--- config.mk ---
export PLATFORM = sky130hd
export DESIGN_NAME = snake_game_ctrl_flat
export DESIGN_NICKNAME = d
export VERILOG_FILES = /design/src/rtl/snake_game_ctrl_if.sv /design/src/rtl/snake_game_ctrl.sv /design/src/flat_wrapper.sv
export SDC_FILE = /design/constraint.sdc
export NUM_CORES = 1
export LEC_CHECK = 0
export ABC_AREA = 1
export BUFFER_PORTS_ARGS = -buffer_cell sky130_fd_sc_hd__buf_2
export CAP_MARGIN = 30
export CORE_UTILIZATION = 50
export CTS_BUF_LIST = sky130_fd_sc_hd__clkbuf_4 sky130_fd_sc_hd__clkbuf_8 sky130_fd_sc_hd__clkbuf_16
export DETAILED_ROUTE_END_ITERATION = 8
export PLACE_DENSITY = 0.71
export SYNTH_ARGS = -nofsm -noshare
export SYNTH_HDL_FRONTEND = slang
export SYNTH_SLANG_ARGS = --single-unit
--- constraint.sdc ---
create_clock -name vga_clk -period 4.3 [get_ports vga_clk]
set_clock_uncertainty 0.2 [all_clocks]
set_input_delay 0.645 -clock vga_clk [delete_from_list [all_inputs] [get_ports vga_clk]]
set_output_delay 0.645 -clock vga_clk [all_outputs]
set_load 0.005 [all_outputs]
--- src/rtl/snake_game_ctrl_if.sv ---
// Key-pulse inputs and render-state outputs of the snake game sequencer.
// Latency: none, wires only.
// Backpressure: none; every signal is a pulse or a level that is always valid.
interface snake_game_ctrl_if;
  logic       frame_tick;
  logic       key_start;
  logic       key_up;
  logic       key_down;
  logic       key_left;
  logic       key_right;
  logic [1:0] game_state;
  logic [9:0] box_x;
  logic [9:0] box_y;
  logic [9:0] food_x;
  logic [9:0] food_y;
  logic [7:0] score;
  logic       step_pulse;

  // Key/timing source side.
  modport master (
    output frame_tick, key_start, key_up, key_down, key_left, key_right,
    input  game_state, box_x, box_y, food_x, food_y, score, step_pulse
  );

  // Game sequencer side.
  modport slave (
    input  frame_tick, key_start, key_up, key_down, key_left, key_right,
    output game_state, box_x, box_y, food_x, food_y, score, step_pulse
  );
endinterface

--- src/rtl/snake_game_ctrl.sv ---
// Snake game sequencer: IDLE/PLAY/OVER FSM, frame-paced head stepping, food placement.
// Latency: one cycle from the stepping frame_tick (or key_start) to registered outputs.
// Backpressure: none; key pulses and frame ticks are consumed in the cycle they arrive.
module snake_game_ctrl #(
  parameter int H_DISP      = 800,
  parameter int V_DISP      = 600,
  parameter int BLOCK_W     = 10,
  parameter int STEP_FRAMES = 8
) (
  input logic              vga_clk,
  input logic              sys_rst,
  snake_game_ctrl_if.slave bus
);

  typedef enum logic [1:0] {
    ST_IDLE = 2'd0,
    ST_PLAY = 2'd1,
    ST_OVER = 2'd2
  } state_t;

  typedef enum logic [1:0] {
    DIR_UP    = 2'd0,
    DIR_DOWN  = 2'd1,
    DIR_LEFT  = 2'd2,
    DIR_RIGHT = 2'd3
  } dir_t;

  localparam logic [9:0]  BW        = 10'(BLOCK_W);
  localparam logic [9:0]  X_MAX     = 10'(H_DISP - BLOCK_W);
  localparam logic [9:0]  Y_MAX     = 10'(V_DISP - BLOCK_W);
  localparam logic [9:0]  X_START   = 10'(H_DISP / 2);
  localparam logic [9:0]  Y_START   = 10'(V_DISP / 2);
  localparam logic [9:0]  X_FOOD0   = 10'(H_DISP / 4);
  localparam logic [9:0]  Y_FOOD0   = 10'(V_DISP / 4);
  localparam logic [6:0]  X_CELLS   = 7'(H_DISP / BLOCK_W);
  localparam logic [5:0]  Y_CELLS   = 6'(V_DISP / BLOCK_W);
  localparam logic [7:0]  LAST_FRM  = 8'(STEP_FRAMES - 1);
  localparam logic [15:0] LFSR_SEED = 16'hACE1;

  function automatic dir_t reverse_of(input dir_t d);
    case (d)
      DIR_UP:   reverse_of = DIR_DOWN;
      DIR_DOWN: reverse_of = DIR_UP;
      DIR_LEFT: reverse_of = DIR_RIGHT;
      default:  reverse_of = DIR_LEFT;
    endcase
  endfunction

  state_t      state_q, state_d;
  dir_t        dir_q, dir_d;
  dir_t        pend_q, pend_d;
  logic [9:0]  box_x_q, box_x_d;
  logic [9:0]  box_y_q, box_y_d;
  logic [9:0]  food_x_q, food_x_d;
  logic [9:0]  food_y_q, food_y_d;
  logic [7:0]  score_q, score_d;
  logic        step_q, step_d;
  logic [7:0]  frame_cnt_q, frame_cnt_d;
  logic [15:0] lfsr_q, lfsr_d;

  logic        key_vld;
  dir_t        key_dir;
  logic [9:0]  next_x, next_y;
  logic        off_field;
  logic        eat;
  logic [6:0]  cell_x;
  logic [5:0]  cell_y;
  logic [9:0]  cand_x, cand_y;

  // Pick one direction key per cycle, highest priority up > down > left > right.
  always_comb begin
    key_vld = 1'b1;
    key_dir = DIR_RIGHT;
    if (bus.key_up)         key_dir = DIR_UP;
    else if (bus.key_down)  key_dir = DIR_DOWN;
    else if (bus.key_left)  key_dir = DIR_LEFT;
    else if (bus.key_right) key_dir = DIR_RIGHT;
    else                    key_vld = 1'b0;
  end

  // Candidate head position one cell along pend_dir, and whether that leaves the field.
  always_comb begin
    next_x    = box_x_q;
    next_y    = box_y_q;
    off_field = 1'b0;
    case (pend_q)
      DIR_UP: begin
        if (box_y_q == 10'd0) off_field = 1'b1;
        else                  next_y    = box_y_q - BW;
      end
      DIR_DOWN: begin
        if (box_y_q == Y_MAX) off_field = 1'b1;
        else                  next_y    = box_y_q + BW;
      end
      DIR_LEFT: begin
        if (box_x_q == 10'd0) off_field = 1'b1;
        else                  next_x    = box_x_q - BW;
      end
      default: begin
        if (box_x_q == X_MAX) off_field = 1'b1;
        else                  next_x    = box_x_q + BW;
      end
    endcase
    eat = (next_x == food_x_q) && (next_y == food_y_q);
  end

  // New food cell from the LFSR, nudged one cell right if it would land under the head.
  always_comb begin
    cell_x = lfsr_q[6:0];
    cell_y = lfsr_q[12:7];
    if (cell_x >= X_CELLS) cell_x = cell_x - X_CELLS;
    if (cell_y >= Y_CELLS) cell_y = cell_y - Y_CELLS;
    cand_x = {3'b000, cell_x} * BW;
    cand_y = {4'b0000, cell_y} * BW;
    if ((cand_x == next_x) && (cand_y == next_y)) begin
      cand_x = (cand_x >= X_MAX) ? 10'd0 : cand_x + BW;
    end
  end

  // Game FSM next state plus all datapath next-state values.
  always_comb begin
    state_d     = state_q;
    dir_d       = dir_q;
    pend_d      = pend_q;
    box_x_d     = box_x_q;
    box_y_d     = box_y_q;
    food_x_d    = food_x_q;
    food_y_d    = food_y_q;
    score_d     = score_q;
    step_d      = 1'b0;
    frame_cnt_d = frame_cnt_q;
    lfsr_d      = {lfsr_q[14:0], lfsr_q[15] ^ lfsr_q[13] ^ lfsr_q[12] ^ lfsr_q[10]};
    case (state_q)
      ST_IDLE: begin
        if (bus.key_start) begin
          state_d     = ST_PLAY;
          box_x_d     = X_START;
          box_y_d     = Y_START;
          dir_d       = DIR_RIGHT;
          pend_d      = DIR_RIGHT;
          score_d     = 8'd0;
          frame_cnt_d = 8'd0;
        end
      end
      ST_PLAY: begin
        // A reversing key is dropped rather than queued.
        if (key_vld && (key_dir != reverse_of(dir_q))) pend_d = key_dir;
        if (bus.frame_tick) begin
          if (frame_cnt_q == LAST_FRM) begin
            frame_cnt_d = 8'd0;
            dir_d       = pend_q;
            if (off_field) begin
              state_d = ST_OVER;
            end else begin
              box_x_d = next_x;
              box_y_d = next_y;
              step_d  = 1'b1;
              if (eat) begin
                score_d  = (score_q == 8'hFF) ? score_q : score_q + 8'd1;
                food_x_d = cand_x;
                food_y_d = cand_y;
              end
            end
          end else begin
            frame_cnt_d = frame_cnt_q + 8'd1;
          end
        end
      end
      ST_OVER: begin
        if (bus.key_start) state_d = ST_IDLE;
      end
      default: state_d = ST_IDLE;
    endcase
  end

  // State register; reset overrides any step evaluated in the same cycle.
  always_ff @(posedge vga_clk) begin
    if (sys_rst) begin
      state_q     <= ST_IDLE;
      dir_q       <= DIR_RIGHT;
      pend_q      <= DIR_RIGHT;
      box_x_q     <= X_START;
      box_y_q     <= Y_START;
      food_x_q    <= X_FOOD0;
      food_y_q    <= Y_FOOD0;
      score_q     <= 8'd0;
      step_q      <= 1'b0;
      frame_cnt_q <= 8'd0;
      lfsr_q      <= LFSR_SEED;
    end else begin
      state_q     <= state_d;
      dir_q       <= dir_d;
      pend_q      <= pend_d;
      box_x_q     <= box_x_d;
      box_y_q     <= box_y_d;
      food_x_q    <= food_x_d;
      food_y_q    <= food_y_d;
      score_q     <= score_d;
      step_q      <= step_d;
      frame_cnt_q <= frame_cnt_d;
      lfsr_q      <= lfsr_d;
    end
  end

  assign bus.game_state = state_q;
  assign bus.box_x      = box_x_q;
  assign bus.box_y      = box_y_q;
  assign bus.food_x     = food_x_q;
  assign bus.food_y     = food_y_q;
  assign bus.score      = score_q;
  assign bus.step_pulse = step_q;

endmodule

--- src/flat_wrapper.sv ---
// flat-port wrapper written by rule: the top's interface ports become plain ports
module snake_game_ctrl_flat 
#(
  parameter int H_DISP      = 800,
  parameter int V_DISP      = 600,
  parameter int BLOCK_W     = 10,
  parameter int STEP_FRAMES = 8
)
  (vga_clk, sys_rst, bus_frame_tick, bus_key_start, bus_key_up, bus_key_down, bus_key_left, bus_key_right, bus_game_state, bus_box_x, bus_box_y, bus_food_x, bus_food_y, bus_score, bus_step_pulse);
  snake_game_ctrl_if bus_i ();
  input logic vga_clk;
  input logic sys_rst;
  input wire logic [$bits(bus_i.frame_tick)-1:0] bus_frame_tick;
  input wire logic [$bits(bus_i.key_start)-1:0] bus_key_start;
  input wire logic [$bits(bus_i.key_up)-1:0] bus_key_up;
  input wire logic [$bits(bus_i.key_down)-1:0] bus_key_down;
  input wire logic [$bits(bus_i.key_left)-1:0] bus_key_left;
  input wire logic [$bits(bus_i.key_right)-1:0] bus_key_right;
  output wire logic [$bits(bus_i.game_state)-1:0] bus_game_state;
  output wire logic [$bits(bus_i.box_x)-1:0] bus_box_x;
  output wire logic [$bits(bus_i.box_y)-1:0] bus_box_y;
  output wire logic [$bits(bus_i.food_x)-1:0] bus_food_x;
  output wire logic [$bits(bus_i.food_y)-1:0] bus_food_y;
  output wire logic [$bits(bus_i.score)-1:0] bus_score;
  output wire logic [$bits(bus_i.step_pulse)-1:0] bus_step_pulse;
  assign bus_i.frame_tick = bus_frame_tick;
  assign bus_i.key_start = bus_key_start;
  assign bus_i.key_up = bus_key_up;
  assign bus_i.key_down = bus_key_down;
  assign bus_i.key_left = bus_key_left;
  assign bus_i.key_right = bus_key_right;
  assign bus_game_state = bus_i.game_state;
  assign bus_box_x = bus_i.box_x;
  assign bus_box_y = bus_i.box_y;
  assign bus_food_x = bus_i.food_x;
  assign bus_food_y = bus_i.food_y;
  assign bus_score = bus_i.score;
  assign bus_step_pulse = bus_i.step_pulse;
  snake_game_ctrl #(.H_DISP(H_DISP), .V_DISP(V_DISP), .BLOCK_W(BLOCK_W), .STEP_FRAMES(STEP_FRAMES)) u_core (.vga_clk(vga_clk), .sys_rst(sys_rst), .bus(bus_i));
endmodule
==> results of run 1 <==
logic make-up after synthesis:
logic type	after synthesis
fa+ha+maj	28
simple gates	575
xor+xnor	23
other cells	1
buf+inv	135
compound gates	131
flops	75
placed cells by master (no fill, tap or decap), types with 3 or more instances in the layout:
master	instances
o211ai_1	8
nor2_1	107
buf_4	4
o21ai_1	11
dfxtp_1	74
nand4_1	16
a31oi_1	7
o21ai_0	31
clkbuf_16	9
xnor2_1	8
inv_1	101
nand2_1	298
buf_2	54
or2_2	6
nand3b_1	9
xor2_1	13
inv_2	8
o21bai_1	4
nor2_2	7
nor3b_1	3
nand3_1	107
inv_6	3
a21oi_1	56
conb_1	4
a211oi_1	10
nor3_1	9
ha_1	26
how the worst max path moves through the flow:
stage / start / end / slack [ns] / cells past startpoint
floorplan: u_core.lfsr_q[0] / u_core.bus.food_x[7] / 0.82 / 21
detailed placement: u_core.lfsr_q[0] / u_core.bus.food_x[1] / 0.23 / 22
CTS: u_core.lfsr_q[0] / u_core.bus.food_x[1] / 0.22 / 22
global placement: u_core.lfsr_q[0] / u_core.bus.food_x[1] / 0.36 / 22
finish: u_core.lfsr_q[1] / u_core.bus.food_x[1] / 0.35 / 22
global route: u_core.lfsr_q[1] / u_core.bus.food_x[1] / 0.002 / 23
per-layer routing:
metal  global-route usage, %  part of all wire, %
met5                       0                    0
met4                    11.6                  2.5
met3                    4.33                  6.6
met2                    46.3                   44
met1                    40.5                   47
per-stage QoR:
stage,cells,hold slack (ns),instance area (µm²)
floorplan,971,0.189,5810
global route,1161,0.238,6510
global placement,1145,0.196,6170
detailed placement,1145,0.198,6170
CTS,1161,0.218,6470
finish,1161,0.214,6510
layout make-up:
cell class | instances | share of cell area (%)
sequential | 75 | 23.1
inverter | 111 | 6.44
multi-input combinational | 761 | 58.5
timing repair buffer | 58 | 4.62
clock inverter | 7 | 1.23
clock buffer | 9 | 3.46
tap | 140 | 2.69
synth_stat cells, types with 10 or more instances:
cell | number | area share, %
a211oi_1 | 10 | 1.3
a21oi_1 | 56 | 4.8
clkbuf_1 | 15 | 0.97
dfxtp_1 | 75 | 26
ha_1 | 26 | 5.6
inv_1 | 101 | 6.5
nand2_1 | 298 | 19
nand3_1 | 107 | 9.2
nand4_1 | 16 | 1.7
nor2_1 | 109 | 7.1
nor3_1 | 10 | 0.86
o21ai_0 | 32 | 2.8
o21ai_1 | 10 | 0.86
xor2_1 | 14 | 2.1
sequential cells by signal (all words and copies together), names as in the netlist:
register	count
u_core.bus.food_x	9
u_core.frame_cnt_q	8
u_core.dir_q	2
u_core.bus.score	8
u_core.lfsr_q	16
u_core.bus.step_pulse	1
u_core.bus.box_y	9
u_core.pend_q	2
u_core.bus.game_state	2
u_core.bus.box_x	9
u_core.bus.food_y	9
worst register-to-register path, stage by stage, from the launching register on:
cell,delay [ns]
dfxtp_1,0.36
inv_1,0.15
ha_1,0.18
nand4_1,0.09
nand2_1,0.11
a21oi_1,0.08
a31oi_1,0.22
ha_1,0.28
ha_1,0.38
a21oi_1,0.20
o21ai_1,0.13
xor2_2,0.28
inv_1,0.13
nand3_1,0.12
nand2_1,0.08
nor2_1,0.15
nand3_1,0.10
nor2_2,0.16
nand2_1,0.15
nand2_1,0.10
nand2_1,0.05
nand2_1,0.05
a21oi_1,0.05
power by group:
group	internal, µW	switching, µW	total (µW)
clock	459	334	793
sequential	752	90.0	842
combinational	366	781	1150
total	1580	1210	2780
==> results.sh, run 1 <==
export IMPL_drive_above_1_share_pct=10.4
export IMPL_drt_wl_total_um=17100
export IMPL_post_route_util_pct=58.7
export IMPL_cts_resized=0
export IMPL_rows=38
export IMPL_grt_pass1_vias=5525
export IMPL_cp_max_fo=6
export IMPL_nFillCells=1163
export IMPL_r2r_end="u_core.bus.food_x[1]"
export IMPL_critPathArrivalTime_ns=3.95
export IMPL_rsz0062_at_grt="false"
export IMPL_hold_viol=0
export IMPL_cts_tree="done"
export IMPL_cts_root_buffer="clkbuf_16"
export IMPL_insertedDiodeCount=0
export IMPL_chipHeight_um=110
export IMPL_hold_depth=1
export IMPL_antenna_found_initial=0
export IMPL_path_buf_inv=2
export IMPL_clk_latency_ns=0.35
export IMPL_regArea_um2=1500
export IMPL_grt_use_total_pct=29.5
export IMPL_place_ws_ns=0.228
export IMPL_synth_xor_area_share_pct=3.47
export IMPL_grt_pass1_wl_um=27000
export IMPL_vias_per_cell=5.45
export IMPL_cts_num_sinks=75
export IMPL_peakVddDrop_mv=0.262
export IMPL_post_synth_cell_area_avg_um2=5.99
export IMPL_status="finished clean"
export IMPL_r2r_start="u_core.lfsr_q[1]"
export IMPL_wl_per_cell_um=14.7
export IMPL_setup_viol=0
export IMPL_port_buffers=54
export IMPL_ff2ff_path_depth=22
export IMPL_area_delta_synth_final_pct=12.2
export IMPL_ant_nets=0
export IMPL_tns_ns=0
export IMPL_worst_pin_slew_ns=0.801
export IMPL_crit_slowest_cell="ha_1"
export IMPL_ys_ff_latch=75
export IMPL_regToRegSetupSlack_ns=0.35
export IMPL_place_hpwl_um=13000
export IMPL_power_density_nw_per_um2=428
export IMPL_netlist_area_um2=5800
export IMPL_synth_top_family_by_area="simple AND/OR/NAND/NOR gates"
export IMPL_slowest_delay_ns=0.38
export IMPL_clockBufferDepth=2
export IMPL_leakage_uw=0.00319
export IMPL_gp_congestion=0.976
export IMPL_final_nets=1052
export IMPL_syn_inst=968
export IMPL_grt_max_degree=47
export IMPL_synthAdderAreaFrac_pct=6.30
export IMPL_drt_initial_drc_count=574
export IMPL_multi_input_area_um2=3800
export IMPL_yosys_warnings=0
export IMPL_drc_errors=0
export IMPL_period_needed_ns=3.95
export IMPL_clock_fmax_ghz=0.253
export IMPL_finalCritPeriodShare_pct=91.7
export IMPL_cts_buffers=9
export IMPL_startpoint_type="flip-flop"
export IMPL_crit_required_ns=4.30
export IMPL_ys_types=40
export IMPL_htree_levels=3
export IMPL_num_vias=6322
export IMPL_slew_viol_final=0
export IMPL_post_cts_buffers=0
export IMPL_worstPathCellList="inv_1, ha_1, nand4_1, nand2_1, a21oi_1, a31oi_1, ha_1, ha_1, a21oi_1, o21ai_1, xor2_2, inv_1, nand3_1, nand2_1, nor2_1, nand3_1, nor2_2, nand2_1, nand2_1, nand2_1, nand2_1, a21oi_1"
export IMPL_initial_core_util_pct=52.3
export IMPL_min_to="u_core.lfsr_q[15]"
export IMPL_hp_class="flip-flop to flip-flop"
export IMPL_yosys_area_share_simple_pct=42.4
export IMPL_synth_edf_count=0
export IMPL_synth_compound_area_share_pct=12.6
export IMPL_max_slew_margin_rel_pct=46.5
export IMPL_crit_top_cell="nand2_1"
export IMPL_crit_type="flip-flop to flip-flop"
export IMPL_io_pins=59
export IMPL_ys_seq_area_share_pct=25.9
export IMPL_power_uw=2780
export IMPL_fp_dieW_um=110
export IMPL_critical_path_top_delay_family="simple AND/OR/NAND/NOR gates"
export IMPL_synth_top_flop_cell="dfxtp_1"
export IMPL_finalWorstSetupSlack_ns=0.355
export IMPL_critPathCaptureType="flip-flop"
export IMPL_core_um2=11100
export IMPL_holdBufCountCts=0
export IMPL_dieArea_um2=12000
export IMPL_async_reset_ff_share_pct=0
export IMPL_cap_violations=0
export IMPL_hp_start="u_core.lfsr_q[14]"
export IMPL_yosys_mux_area_fraction_pct=0
export IMPL_first_pass_iters=7
export IMPL_cts_clk_slew_worst_paths_ns=0.06
export IMPL_grt_overflow=0
(Power assumes the default switching activity.)
==> run 2, diff against run 1 <==
Settings changed: PLACE_DENSITY 0.71 to 0.74.
Clock period 4.3 ns to 3.4 ns, I/O delays scaled along.
==> results.sh, run 2 (synthesis gave the netlist of run 1 again) <==
export IMPL_status="finished with violations"
export IMPL_violations="negative setup slack"
export IMPL_routed_top_layer="met4"
export IMPL_largest_register="u_core.lfsr_q"
export IMPL_leakage_uw=0.00353
export IMPL_holdBufCountCts=0
export IMPL_grt_pass1_vias=5917
export IMPL_clk_latency_ns=0.35
export IMPL_place_ws_ns=-0.219
export IMPL_ff2ff_path_depth=25
export IMPL_hold_depth=1
export IMPL_crit_start="u_core.lfsr_q[1]"
export IMPL_routedLengthMet1_um=7820
export IMPL_max_slew_margin_rel_pct=61.0
export IMPL_cts_tree="done"
export IMPL_hp_class="flip-flop to flip-flop"
export IMPL_final_common_cell="nand2_1"
export IMPL_slew_viol_final=0
export IMPL_cts_num_sinks=75
export IMPL_mostFrequentLayoutCells="284 x nand2_1, 101 x nor2_1, 97 x nand3_1, 95 x inv_1, 69 x dfxtp_1"
export IMPL_insertedDiodeCount=0
export IMPL_peakVddDrop_mv=0.482
export IMPL_cts_root_buffer="clkbuf_16"
export IMPL_grt_pass1_wl_um=28200
export IMPL_io_pins=59
export IMPL_core_um2=11100
export IMPL_crit_type="flip-flop to flip-flop"
export IMPL_finalWorstSetupSlack_ns=-0.0804
export IMPL_wl_met2_um=8020
export IMPL_place_hpwl_um=13400
export IMPL_hp_start="u_core.lfsr_q[14]"
export IMPL_grt_use_total_pct=30.7
export IMPL_num_vias=6665
export IMPL_r2r_start="u_core.lfsr_q[1]"
export IMPL_chipHeight_um=110
export IMPL_wl_per_cell_um=14.6
export IMPL_initial_core_util_pct=52.3
export IMPL_post_route_util_pct=65.4
export IMPL_cts_clk_slew_worst_paths_ns=0.06
export IMPL_gp_congestion=0.967
export IMPL_setup_viol=5
export IMPL_clockBufferDepth=2
export IMPL_startpoint_type="flip-flop"
export IMPL_vias_per_cell=5.45
export IMPL_cap_violations=0
export IMPL_grt_max_degree=47
export IMPL_htree_levels=3
export IMPL_period_needed_ns=3.48
export IMPL_grt_overflow=0
export IMPL_critPathArrivalTime_ns=3.56
export IMPL_first_pass_iters=5
export IMPL_drive_above_1_share_pct=21.0
export IMPL_drc_errors=0
export IMPL_largest_reg_flops=16
export IMPL_finalCritPeriodShare_pct=102
export IMPL_dieArea_um2=12000
export IMPL_clock_fmax_ghz=0.287
export IMPL_drt_initial_drc_count=532
export IMPL_hold_viol=0
export IMPL_antenna_found_initial=0
export IMPL_ant_nets=0
export IMPL_crit_required_ns=3.48
export IMPL_final_nets=1114
export IMPL_drt_wl_total_um=17800
export IMPL_cts_buffers=9
export IMPL_port_buffers=54
export IMPL_critPathCaptureType="flip-flop"
export IMPL_worst_pin_slew_ns=0.585
export IMPL_wl_met3_um=1470
export IMPL_cp_max_fo=4
export IMPL_rows=38
export IMPL_rsz0062_at_grt="true"
export IMPL_power_density_nw_per_um2=518
export IMPL_fp_dieW_um=110
export IMPL_area_delta_synth_final_pct=24.9
[run 2: cell types whose count changed in the layout (fill, tap and decap cells not counted), moves of 6 or more]
cell     previous run  this run
buf_4               4        65
inv_2               8        14
nand3_2             2        10
nand2_1           298       284
nand3_1           107        97
inv_1             101        95
ha_1               26        19
nand2_2             2        15
nor2_1            107       101
[run 2: timing repair]
item                                    4_1_cts  5_1_grt
gates cloned                                  0        0
buffers inserted                              5        5
resized for setup                            29       50
endpoints found under the setup margin        9        9
pin swaps                                    15       31
[run 2: final timing paths]
check                         end  slack, ns
max          u_core.bus.food_x[9]      -0.08
min             u_core.lfsr_q[15]       0.22
max reg2reg  u_core.bus.food_x[9]      -0.08
min reg2reg     u_core.lfsr_q[15]       0.22
[run 2: report_power, final]
part / internal [µW] / total, µW / switching [µW]
sequential: 952 / 1050 / 98.9
clock: 529 / 944 / 414
combinational: 639 / 1760 / 1120
total: 2120 / 3750 / 1630
[run 2: routing by layer]
metal / vias to the layer above / track usage [%]
met5: - / 0
met2: 276 / 49.3
met1: 2981 / 39.9
met4: 0 / 13.6
met3: 42 / 5.69
li1: 3366 / -
[run 2: critical path, stage by stage (launching register included)]
cell and delay (ns):
dfxtp_2 0.32, inv_2 0.07, ha_4 0.12, nand4_1 0.11
nand2_2 0.12, a21oi_2 0.07, a31oi_2 0.17, ha_1 0.28
ha_4 0.31, nand2_2 0.07, nor2_1 0.10, nand2_1 0.06
o211ai_1 0.13, inv_1 0.10, nand2_1 0.10, nand2_2 0.09
nand2_2 0.11, nand2_2 0.07, nor2_2 0.10, nand3_2 0.10
nor2_4 0.17, buf_4 0.13, nand3_1 0.06, nand2_1 0.06
nand3_1 0.08, a21oi_1 0.12
[run 2: layout make-up]
type / instances / area, µm²
clock buffer: 10 / 239
clock inverter: 6 / 55.1
fill: 1037 / 3840
inverter: 111 / 419
multi-input combinational: 761 / 4080
sequential: 75 / 1510
tap: 140 / 175
timing repair buffer: 120 / 769
[run 2: metrics by stage]
stage               hold WS [ns]  instances  cell area (µm²)  setup TNS (ns)  total power, µW
global placement           0.190       1197             6580          -0.779             2620
detailed placement         0.201       1197             6580           -1.63             2620
floorplan                  0.189        971             5830               0             2100
global route               0.230       1223             7240           -2.09             4020
finish                     0.216       1223             7240          -0.154             3750
CTS                        0.217       1218             6990        -0.00176             3620
